===== config.mk =====
export PLATFORM = sky130hd
export DESIGN_NAME = bloom_ctrl_flat
export DESIGN_NICKNAME = d
export VERILOG_FILES = /design/src/rtl/bloom_ctrl_if.sv /design/src/rtl/bloom_ctrl.sv /design/src/flat_wrapper.sv
export SDC_FILE = /design/constraint.sdc
export NUM_CORES = 1
export LEC_CHECK = 0
export BUFFER_PORTS_ARGS = -buffer_cell sky130_fd_sc_hd__clkbuf_2
export CAP_MARGIN = 20
export CORE_UTILIZATION = 51
export DETAILED_ROUTE_END_ITERATION = 12
export PLACE_DENSITY_LB_ADDON = 0.25
export SETUP_SLACK_MARGIN = 0.3
export SYNTH_ARGS = -nofsm -noshare
export SYNTH_HDL_FRONTEND = slang
export SYNTH_SLANG_ARGS = --single-unit

===== constraint.sdc =====
create_clock -name clk_i -period 17.3 [get_ports clk_i]
set_input_delay 0.865 -clock clk_i [delete_from_list [all_inputs] [get_ports clk_i]]
set_output_delay 0.865 -clock clk_i [all_outputs]
set_load 0.01 [all_outputs]

===== src/rtl/bloom_ctrl_if.sv =====
// bloom_ctrl_if: request/response and bit-array memory signals of bloom_ctrl.
// Signal suffixes are from the controller's point of view.
interface bloom_ctrl_if #(
  parameter int AW = 5
);
  logic          req_valid_i;
  logic          req_ready_o;
  logic [1:0]    op_i;
  logic [31:0]   data_i;
  logic          rsp_valid_o;
  logic          rsp_match_o;
  logic          rsp_err_o;
  logic          busy_o;
  logic [15:0]   count_o;
  logic          mem_req_o;
  logic          mem_we_o;
  logic [AW-1:0] mem_addr_o;
  logic [31:0]   mem_wdata_o;
  logic [31:0]   mem_rdata_i;
  modport slave (
    input  req_valid_i, op_i, data_i, mem_rdata_i,
    output req_ready_o, rsp_valid_o, rsp_match_o, rsp_err_o, busy_o, count_o,
           mem_req_o, mem_we_o, mem_addr_o, mem_wdata_o
  );
  modport master (
    output req_valid_i, op_i, data_i, mem_rdata_i,
    input  req_ready_o, rsp_valid_o, rsp_match_o, rsp_err_o, busy_o, count_o,
           mem_req_o, mem_we_o, mem_addr_o, mem_wdata_o
  );
endinterface


===== src/rtl/bloom_ctrl.sv =====
// bloom_ctrl: Bloom-filter insert/check/clear sequencer driving a single-port word-addressed bit array.
// Define BLOOM_AUTOCLR_EN to sweep the array automatically after reset (no response, not ready until done).
module bloom_ctrl #(
  parameter int NUM_HASH   = 3,
  parameter int ARRAY_BITS = 1024
) (
  input logic         clk_i,
  input logic         rst_ni,
  bloom_ctrl_if.slave bus
);
  localparam int IDX_W = $clog2(ARRAY_BITS);
  localparam int WORDS = ARRAY_BITS / 32;
  localparam int AW    = $clog2(WORDS);
  typedef enum logic [2:0] {IDLE, RD, RDW, WR, CLR, RESP} state_t;
  state_t        state_q;
  logic          chk_q, req_q, we_q, rsp_q, match_q, err_q;
  logic [31:0]   data_q, wdata_q;
  logic [3:0]    i_q;
  logic [4:0]    bit_q;
  logic [AW-1:0] addr_q;
  logic [15:0]   count_q;
`ifdef BLOOM_AUTOCLR_EN
  logic          auto_q;
`endif
  logic [31:0]      h_d, h_k, h_x, h_p;
  logic [IDX_W-1:0] idx_d;
  logic             last_d;
  // One shared hash unit: element from the bus at accept, otherwise the latched element at the next hash
  always_comb begin
    h_d    = state_q == IDLE ? bus.data_i : data_q;
    h_k    = state_q == IDLE ? 32'd0 : 32'(i_q) + 32'd1;
    h_x    = h_d ^ (h_d >> (32'd7 + 32'd4 * h_k));
    h_p    = h_x * (32'h9E3779B1 + h_k);
    idx_d  = h_p[31 -: IDX_W];
    last_d = i_q == 4'(NUM_HASH - 1);
  end
  always_ff @(posedge clk_i or negedge rst_ni) begin
    if (!rst_ni) begin
`ifdef BLOOM_AUTOCLR_EN
      state_q <= CLR;
      req_q   <= 1'b1;
      we_q    <= 1'b1;
      auto_q  <= 1'b1;
`else
      state_q <= IDLE;
      req_q   <= 1'b0;
      we_q    <= 1'b0;
`endif
      chk_q   <= 1'b0;
      rsp_q   <= 1'b0;
      match_q <= 1'b0;
      err_q   <= 1'b0;
      data_q  <= '0;
      wdata_q <= '0;
      i_q     <= '0;
      bit_q   <= '0;
      addr_q  <= '0;
      count_q <= '0;
    end else begin
      rsp_q <= 1'b0;
      case (state_q)
        IDLE: if (bus.req_valid_i) begin
          data_q  <= bus.data_i;
          chk_q   <= bus.op_i[0];
          i_q     <= '0;
          match_q <= 1'b0;
          err_q   <= 1'b0;
          case (bus.op_i)
            2'b10: begin
              state_q <= CLR;
              addr_q  <= '0;
              req_q   <= 1'b1;
              we_q    <= 1'b1;
              wdata_q <= '0;
            end
            2'b11: begin
              state_q <= RESP;
              rsp_q   <= 1'b1;
              err_q   <= 1'b1;
            end
            default: begin
              state_q <= RD;
              addr_q  <= idx_d[IDX_W-1:5];
              bit_q   <= idx_d[4:0];
              req_q   <= 1'b1;
              we_q    <= 1'b0;
            end
          endcase
        end
        RD: begin
          state_q <= RDW;
          req_q   <= 1'b0;
        end
        RDW: if (!chk_q) begin
          state_q <= WR;
          req_q   <= 1'b1;
          we_q    <= 1'b1;
          wdata_q <= bus.mem_rdata_i | (32'd1 << bit_q);
        end else if (!bus.mem_rdata_i[bit_q] || last_d) begin
          state_q <= RESP;
          rsp_q   <= 1'b1;
          match_q <= bus.mem_rdata_i[bit_q];
        end else begin
          state_q <= RD;
          i_q     <= i_q + 4'd1;
          addr_q  <= idx_d[IDX_W-1:5];
          bit_q   <= idx_d[4:0];
          req_q   <= 1'b1;
        end
        WR: begin
          we_q <= 1'b0;
          if (last_d) begin
            state_q <= RESP;
            rsp_q   <= 1'b1;
            req_q   <= 1'b0;
            count_q <= count_q + {15'd0, count_q != 16'hFFFF};
          end else begin
            state_q <= RD;
            i_q     <= i_q + 4'd1;
            addr_q  <= idx_d[IDX_W-1:5];
            bit_q   <= idx_d[4:0];
            req_q   <= 1'b1;
          end
        end
        CLR: if (addr_q == AW'(WORDS - 1)) begin
          req_q   <= 1'b0;
          we_q    <= 1'b0;
          count_q <= '0;
`ifdef BLOOM_AUTOCLR_EN
          auto_q  <= 1'b0;
          state_q <= auto_q ? IDLE : RESP;
          rsp_q   <= ~auto_q;
`else
          state_q <= RESP;
          rsp_q   <= 1'b1;
`endif
        end else begin
          addr_q <= addr_q + AW'(1);
        end
        RESP: begin
          state_q <= IDLE;
          match_q <= 1'b0;
          err_q   <= 1'b0;
        end
        default: state_q <= IDLE;
      endcase
    end
  end
  assign bus.req_ready_o = state_q == IDLE;
  assign bus.busy_o      = state_q != IDLE;
  assign bus.rsp_valid_o = rsp_q;
  assign bus.rsp_match_o = match_q;
  assign bus.rsp_err_o   = err_q;
  assign bus.count_o     = count_q;
  assign bus.mem_req_o   = req_q;
  assign bus.mem_we_o    = we_q;
  assign bus.mem_addr_o  = addr_q;
  assign bus.mem_wdata_o = wdata_q;
endmodule


===== src/flat_wrapper.sv =====
// flat-port wrapper written by rule: the top's interface ports become plain ports
module bloom_ctrl_flat 
#(
  parameter int NUM_HASH   = 3,
  parameter int ARRAY_BITS = 1024
)
  (clk_i, rst_ni, bus_req_valid_i, bus_op_i, bus_data_i, bus_mem_rdata_i, bus_req_ready_o, bus_rsp_valid_o, bus_rsp_match_o, bus_rsp_err_o, bus_busy_o, bus_count_o, bus_mem_req_o, bus_mem_we_o, bus_mem_addr_o, bus_mem_wdata_o);
  bloom_ctrl_if #(.AW(5)) bus_i ();
  input logic clk_i;
  input logic rst_ni;
  input wire logic [$bits(bus_i.req_valid_i)-1:0] bus_req_valid_i;
  input wire logic [$bits(bus_i.op_i)-1:0] bus_op_i;
  input wire logic [$bits(bus_i.data_i)-1:0] bus_data_i;
  input wire logic [$bits(bus_i.mem_rdata_i)-1:0] bus_mem_rdata_i;
  output wire logic [$bits(bus_i.req_ready_o)-1:0] bus_req_ready_o;
  output wire logic [$bits(bus_i.rsp_valid_o)-1:0] bus_rsp_valid_o;
  output wire logic [$bits(bus_i.rsp_match_o)-1:0] bus_rsp_match_o;
  output wire logic [$bits(bus_i.rsp_err_o)-1:0] bus_rsp_err_o;
  output wire logic [$bits(bus_i.busy_o)-1:0] bus_busy_o;
  output wire logic [$bits(bus_i.count_o)-1:0] bus_count_o;
  output wire logic [$bits(bus_i.mem_req_o)-1:0] bus_mem_req_o;
  output wire logic [$bits(bus_i.mem_we_o)-1:0] bus_mem_we_o;
  output wire logic [$bits(bus_i.mem_addr_o)-1:0] bus_mem_addr_o;
  output wire logic [$bits(bus_i.mem_wdata_o)-1:0] bus_mem_wdata_o;
  assign bus_i.req_valid_i = bus_req_valid_i;
  assign bus_i.op_i = bus_op_i;
  assign bus_i.data_i = bus_data_i;
  assign bus_i.mem_rdata_i = bus_mem_rdata_i;
  assign bus_req_ready_o = bus_i.req_ready_o;
  assign bus_rsp_valid_o = bus_i.rsp_valid_o;
  assign bus_rsp_match_o = bus_i.rsp_match_o;
  assign bus_rsp_err_o = bus_i.rsp_err_o;
  assign bus_busy_o = bus_i.busy_o;
  assign bus_count_o = bus_i.count_o;
  assign bus_mem_req_o = bus_i.mem_req_o;
  assign bus_mem_we_o = bus_i.mem_we_o;
  assign bus_mem_addr_o = bus_i.mem_addr_o;
  assign bus_mem_wdata_o = bus_i.mem_wdata_o;
  bloom_ctrl #(.NUM_HASH(NUM_HASH), .ARRAY_BITS(ARRAY_BITS)) u_core (.clk_i(clk_i), .rst_ni(rst_ni), .bus(bus_i));
endmodule

### Word level (Yosys, flattened, before mapping)

Index checks and enable logic that the tools add are counted.
W data, S select, Z words.

| word-level totals | value |
|---|---|
| register bits | 103 |
| input port bits | 69 |
| output and inout port bits | 60 |
| word-level logic and storage cells | 131 |

| operators by class | value |
|---|---|
| shift-type cells | 2 |
| bitwise gates (word level) | 2 |
| $mul | 1 |
| reduce and logical (&&, ||, !) cells | 23 |
| order comparisons | 1 |
| equality and inequality tests | 23 |
| add/subtract/negate cells | 6 |
| muxes and demuxes | 60 |

Operator list:

| kind | number |
|---|---|
| $mux W32 | 5 |
| $pmux W32 S2 | 1 |
| $mux W5 | 10 |
| $add A3 B32 Y32 const A | 1 |
| $add A32 B32 Y32 const A | 1 |
| $mul A32 B32 Y32 | 1 |
| $mux W16 | 2 |
| $or A32 B32 Y32 | 1 |
| $pmux W16 S2 | 1 |
| $shl A1 B5 Y32 const A | 1 |
| $shr A32 B32 Y32 | 1 |
| $xor A32 B32 Y32 | 1 |
| $pmux W5 S4 | 1 |
| $mux W1 | 19 |
| $add A16 B1 Y16 | 1 |
| $mux W4 | 4 |
| $ne A16 B16 Y1 const B | 1 |
| $mux W3 | 5 |
| $pmux W3 S5 | 1 |
| $pmux W5 S3 | 1 |
| $reduce_and A5 Y1 | 3 |
| $ne A2 B2 Y1 const B | 7 |
| $pmux W4 S3 | 1 |
| $ne A2 B1 Y1 const B | 5 |
| other kinds (31) | 43 |

### Depth between registers and ports, before layout

| logic depth | value |
|---|---|
| word-level depth | 9 |
| gate-level depth with buffers | 50 |
| gate-level depth less buffers | 42 |

### Worst setup path before layout

OpenSTA, ideal clock, no wires.

| timing path | value |
|---|---|
| kind | register to register |
| start point | register u_core.state_q[2] |
| end point | register u_core.addr_q[4] (netlist: u_core.bus.mem_addr_o[4]) |
| cell stages (with the launch flop) | 49 |
| library setup time | 0.141 ns |
| setup slack | 6.691 ns |
| data required time | 17.159 ns |
| data arrival time | 10.468 ns |
| cells stage by stage | dfrtp_1 > or3_1 > buf_6 > inv_6 > buf_4 > buf_4 > buf_4 > buf_2 > buf_1 > nor2_1 > ha_1 > clkbuf_1 > o32ai_1 > a211oi_2 > or2_1 > buf_4 > inv_1 > nand2_1 > [13 not listed] > fa_1 > inv_1 > fa_1 > inv_1 > fa_1 > inv_1 > ha_1 > nand4_1 > nor3_1 > o2111ai_1 > o21ai_0 > a21oi_1 > nand3b_1 > a21oi_1 > o31ai_1 > o31ai_1 > xor2_1 > o221ai_2 |

| on the way | value |
|---|---|
| longest elaborated chain between the ends | 9 |
| elaborated cells between the ends (all ways) | 25 |

Ends and longest elaborated chain:

| what | RTL line | text |
|---|---|---|
| from (decl) | bloom_ctrl.sv:15 | `state_t state_q;` |
| from (signal assigned) | bloom_ctrl.sv:45 | `state_q <= IDLE;` |
| from (signal assigned) | bloom_ctrl.sv:70 | `state_q <= CLR;` |
| from (signal assigned) | bloom_ctrl.sv:77 | `state_q <= RESP;` |
| $logic_not A3 Y1 (*) | -- |  |
| via bus_req_ready_o | flat_wrapper.sv:15 | `output wire logic [$bits(bus_i.req_ready_o)-1:0] bus_req_ready_o;` |
| $mux W32 | bloom_ctrl.sv:31 | `h_k = state_q == IDLE ? 32'd0 : 32'(i_q) + 32'd1;` |
| $add A3 B32 Y32 | bloom_ctrl.sv:32 | `h_x = h_d ^ (h_d >> (32'd7 + 32'd4 * h_k));` |
| $shr A32 B32 Y32 | bloom_ctrl.sv:32 |  |
| $xor A32 B32 Y32 | bloom_ctrl.sv:32 |  |
| $mul A32 B32 Y32 | bloom_ctrl.sv:33 | `h_p = h_x * (32'h9E3779B1 + h_k);` |
| $pmux W5 S2 / $mux W5 (equally long branches) | bloom_ctrl.sv:68, bloom_ctrl.sv:99 |  |
| $mux W5, on equally long branches | bloom_ctrl.sv:62, bloom_ctrl.sv:94 |  |
| $pmux W5 S4 | bloom_ctrl.sv:61 | `case (state_q)` |
| to (signal assigned) | bloom_ctrl.sv:83 | `addr_q <= idx_d[IDX_W-1:5];` |
| to (signal assigned) | bloom_ctrl.sv:106 | `addr_q <= idx_d[IDX_W-1:5];` |
| to (signal assigned) | bloom_ctrl.sv:120 | `addr_q <= idx_d[IDX_W-1:5];` |
| to (decl) | bloom_ctrl.sv:20 | `logic [AW-1:0] addr_q;` |

Mark *: on every way through the listed nets, which the timed path passes. The rest lies on a longest branch. The select of a mux whose other input is x is not followed.
A chain may end at the register's enable or synchronous reset.

### Final worst setup path

| timing path | value |
|---|---|
| start point | register u_core.state_q[1] |
| end point | register u_core.addr_q[4] (netlist: u_core.bus.mem_addr_o[4]) |

| on the way | value |
|---|---|
| longest elaborated chain between the ends | 9 |
| elaborated cells between the ends (all ways) | 25 |

Ends and longest elaborated chain:

| what | RTL line |
|---|---|
| $logic_not A3 Y1 | bloom_ctrl.sv:30, bloom_ctrl.sv:31, bloom_ctrl.sv:61 |
| $mux W32 | bloom_ctrl.sv:31 |
| $add A3 B32 Y32 | bloom_ctrl.sv:32 |
| $shr A32 B32 Y32 | bloom_ctrl.sv:32 |
| $xor A32 B32 Y32 | bloom_ctrl.sv:32 |
| $mul A32 B32 Y32 | bloom_ctrl.sv:33 |
| $pmux W5 S2 / $mux W5 (equally long branches) | bloom_ctrl.sv:68, bloom_ctrl.sv:99 |
| $mux W5, on equally long branches | bloom_ctrl.sv:62, bloom_ctrl.sv:94 |
| $pmux W5 S4 | bloom_ctrl.sv:61 |

Several ways; a longest one is shown, not always the timed one. The select of a mux whose other input is x is not followed.

==> summary.md <==
| Metric | Value |
|---|---|
| Total of endpoints with negative setup slack in the final report | `0` |
| Most frequent cells after synthesis | `inv_1, fa_1, nand2_1` |
| Total clock buffers created by CTS | `9` |
| Detail Route Antenna Nets | `0` |
| Critical Path Slowest Stage Cell | `dfrtp_1` |
| Cell chosen for the clock root | `clkbuf_16` |
| First-pass GRT wire length | `about 82 mm` |
| Boundary pin count | `roughly 130` |
| Largest incremental delay on the critical path | `840 ps` |
| Area overhead of the layout relative to synthesis | `7.74%` |
| Number of core rows | `between 60 and 70` |
| Delay-heaviest family, CP | `adder cells` |
| Max Transition Viols Final | `0` |
| Initial Util | `52.0%` |
| RSZ-0062 raised after global routing | `false` |
| Clock-pin slew on the worst setup and hold paths | `about 80 ps` |
| Number of global-route vias before repair | `roughly 15k` |
| Max_slew headroom | `22.0%` |
| Capture point of the worst path | `u_core.bus.mem_addr_o[4]` |
| Number of unique standard cell types used by synthesis | `78` |
| CTS tree | `yes` |
| Count of max-cap constraint violations | `0` |
| Storage element area | `between 0.002 and 0.003 mm^2` |
| Fmax | `between 0.08 and 0.09 GHz` |
| Floorplan Core Area | `approximately 0.036 mm^2` |
| Outcome | `finished, final reports clean` |
| Die boundary height | `between 150 and 200 um` |
| Post-place instance area | `about 0.020 mm^2` |
| Post-Synthesis Net Count | `2,555` |
| Hold Startpoint | `u_core.bus.mem_wdata_o[16]` |
| Top-area cell type share of the netlist area | `around a third` |
| Post-synthesis instance total | `2,006` |
| Post-layout instance area | `about 0.02 mm^2` |
| Startpoint types | `flip-flop` |
| Buffer levels on the longest clock path | `2` |
| Data required time of the worst path | `17,530 ps` |
| Syn Std Cell Area | `0.0186 mm^2` |
| RR Startpoint | `u_core.state_q[1]` |
| Number of synthesized register bits | `between 100 and 150` |
| Crit path arrival time | `between 10,000 and 15,000 ps` |
| Worst setup path class | `reg -> reg` |
| Average vias per placed instance | `5.57` |
| Hold Crit Class | `reg -> reg` |
| Setup bufs post-CTS | `0` |
| Port Buffer Count | `128` |
| Routability cong. | `approximately 0.96` |
| Number of hold-repair buffers added at the cts stage | `0` |
| Clock latency on the worst-skew pair | `370 ps` |
| Nets@finish | `between 2k and 3k` |
| Area of the multi-input gates | `between 0.01 and 0.015 mm^2` |
| Overflow left after global routing | `0` |
| End of the worst register-to-register path | `u_core.bus.mem_addr_o[4]` |
| Period Utilization, post-route | `a little over 70%` |
| Yosys warns | `0` |
| CTS H-tree lvls | `3` |
| Top_reg_cell synth | `dfrtp_1` |
| Share of synthesized registers carrying an async set or reset | `between 90% and 100%` |
| Tightest Pin Transition | `~1200 ps` |
| Wirelength per Cell | `approximately 20 um` |
| Horizontal extent of the die | `between 150 and 200 um` |
| Most instantiated library cell after synthesis | `inv_1` |
| Most frequent cell on the critical path | `fa_1` |
| Number of cells after detailed placement | `2,548` |
| Initial antenna violation count | `0` |
| Biggest area contributors in the synthesized netlist | `fa_1, dfrtp_1, ha_1, inv_1, nand2_1` |
| Worst Reg2Reg Path Length in Cells | `38` |
| Residual DRC count | `0` |
| Critical Path Source | `u_core.state_q[1]` |
| Global-route total usage across every layer | `between 20 and 30%` |
| Average instance area after synthesis | `~9.3 um^2` |
| Fillcell total | `~3.3k` |
| Setup slack of the most critical reg-to-reg path | `5030 ps` |
| Sinks on Clock Net | `around 100` |
| Endpoint kind of the worst setup timing path | `flip-flop` |
| Sequential share of the synthesized area | `13.9%` |
| Logic depth of the worst path, buffers included | `38` |
| Initial detailed-routing violation count | `around 1.1k` |
| Routed via count | `14.3k` |
| Min Hold Slack | `between 400 and 500 ps` |
| Number of flops mapped to enable cells by yosys | `0` |
| Final instance count without filler cells | `2,566` |
| Routed Wire Length | `between 50 and 60 mm` |
| Initial DRT Pass Iterations | `6` |
| Pin count of the biggest net entering global routing | `a little over 60` |
| Number of antenna cells inserted | `0` |
| Area of the die | `approximately 0.037 mm^2` |
| Min Tclk post-route | `between 10,000 and 15,000 ps` |
| Share of cells above drive strength 1 | `11.7%` |
| Buffers & Inverters on Critical Path | `8` |
| Clock skew | `19.8 ps` |
| Final total negative setup slack | `0 ps` |
| Largest fanout on the critical path | `between 50 and 60` |
| CTS-repair resized insts | `0` |
| Number of hold-slack violations in the final timing report | `0` |
| HPWL after DPL | `about 43 mm` |
| Cell type with the highest aggregate area in the netlist | `fa_1` |
[stage by stage]
stage | util [%] | setup WS (ps)
CTS | 55.9 | 5210
detailed placement | 55.1 | 5240
finish | 56.0 | 5030
global placement | 55.1 | 5560
global route | 56.0 | 4300
floorplan | - | 6690
[sequential cells by signal, indices dropped and copies added, names as in the netlist, 3 cells and up]
signal                  cells
u_core.bus.mem_addr_o       5
u_core.bus.count_o         16
u_core.bit_q                5
u_core.data_q              32
u_core.state_q              3
u_core.i_q                  4
u_core.bus.mem_wdata_o     32
[cell usage in the layout, fill, tap and decap left out, types with 4 or more instances in the layout]
cell type    n
nor2b_1      5
inv_1      452
xnor2_2      7
nor3_1      10
o22ai_1      5
a31oi_1      8
nor4_1       5
mux2i_1     43
or2_1        4
dfrtp_1    103
fa_1       310
nand2_1    178
or3_1        6
xnor2_1     56
buf_4       25
a21o_1      20
xor2_1      25
nand3_1     40
o21a_1       9
and2_1      20
clkbuf_16    9
mux4_2      10
o21ai_0     66
o211ai_1     5
and3_1      13
nor2_1     140
ha_1       170
clkbuf_2   127
nand4_1     10
o31ai_1      5
a22oi_1      4
o21ai_1      5
a21oi_1     75
mux2_2      41
nand2b_1    10
[worst min-delay path by stage]
stage,depth (start not counted),end
5_1_grt,2,u_core.bus.mem_wdata_o[15]
4_1_cts,2,u_core.bus.mem_wdata_o[14]
3_5_place_dp,2,u_core.bus.mem_wdata_o[14]
6_report,2,u_core.bus.mem_wdata_o[16]
2_1_floorplan,1,u_core.data_q[0]
3_3_place_gp,2,u_core.bus.mem_wdata_o[24]
[cell families (layout without fill, tap and decap cells)]
| family | after synthesis | after routing | share of synthesized area [%] |
|---|---|---|---|
| muxes | 94 | 94 | 6.01 |
| and+or+nand+nor | 461 | 461 | 11.1 |
| buffers and inverters | 529 | 628 | 10.9 |
| AOI/OAI and AO/OA | 247 | 247 | 8.42 |
| adders and majority gates | 481 | 481 | 44.9 |
| DFF | 103 | 103 | 13.9 |
| xor gates and xnor gates | 91 | 91 | 4.75 |
[worst min-delay path, cell delays in order, from the launching register on]
cell and delay [ps]:
dfrtp_1 340, nand2_1 50, o21ai_0 60
[area by class of cell]
type / count / area share (%)
Multi-Input combinational cell: 1374 / 69.9
Sequential cell: 103 / 12.9
Inverter: 458 / 8.61
Timing Repair Buffer: 154 / 4.32
Tap cell: 461 / 2.88
Clock buffer: 9 / 1.12
Clock inverter: 7 / 0.306
[layer usage]
layer  track usage (%)  share of wire [%]  wire (um)  vias up
met5                 0                  0          0        -
met4              9.39                3.0       1560        0
met3              4.27                6.5       3350       88
met2              48.8                 48      25000      568
met1              39.7                 42      21700     7178
li1                  -                  -          -     6469
Power is left out: the tool's default activity adds up to more than one toggle a clock period on the data nets, which glitch-free logic cannot reach.
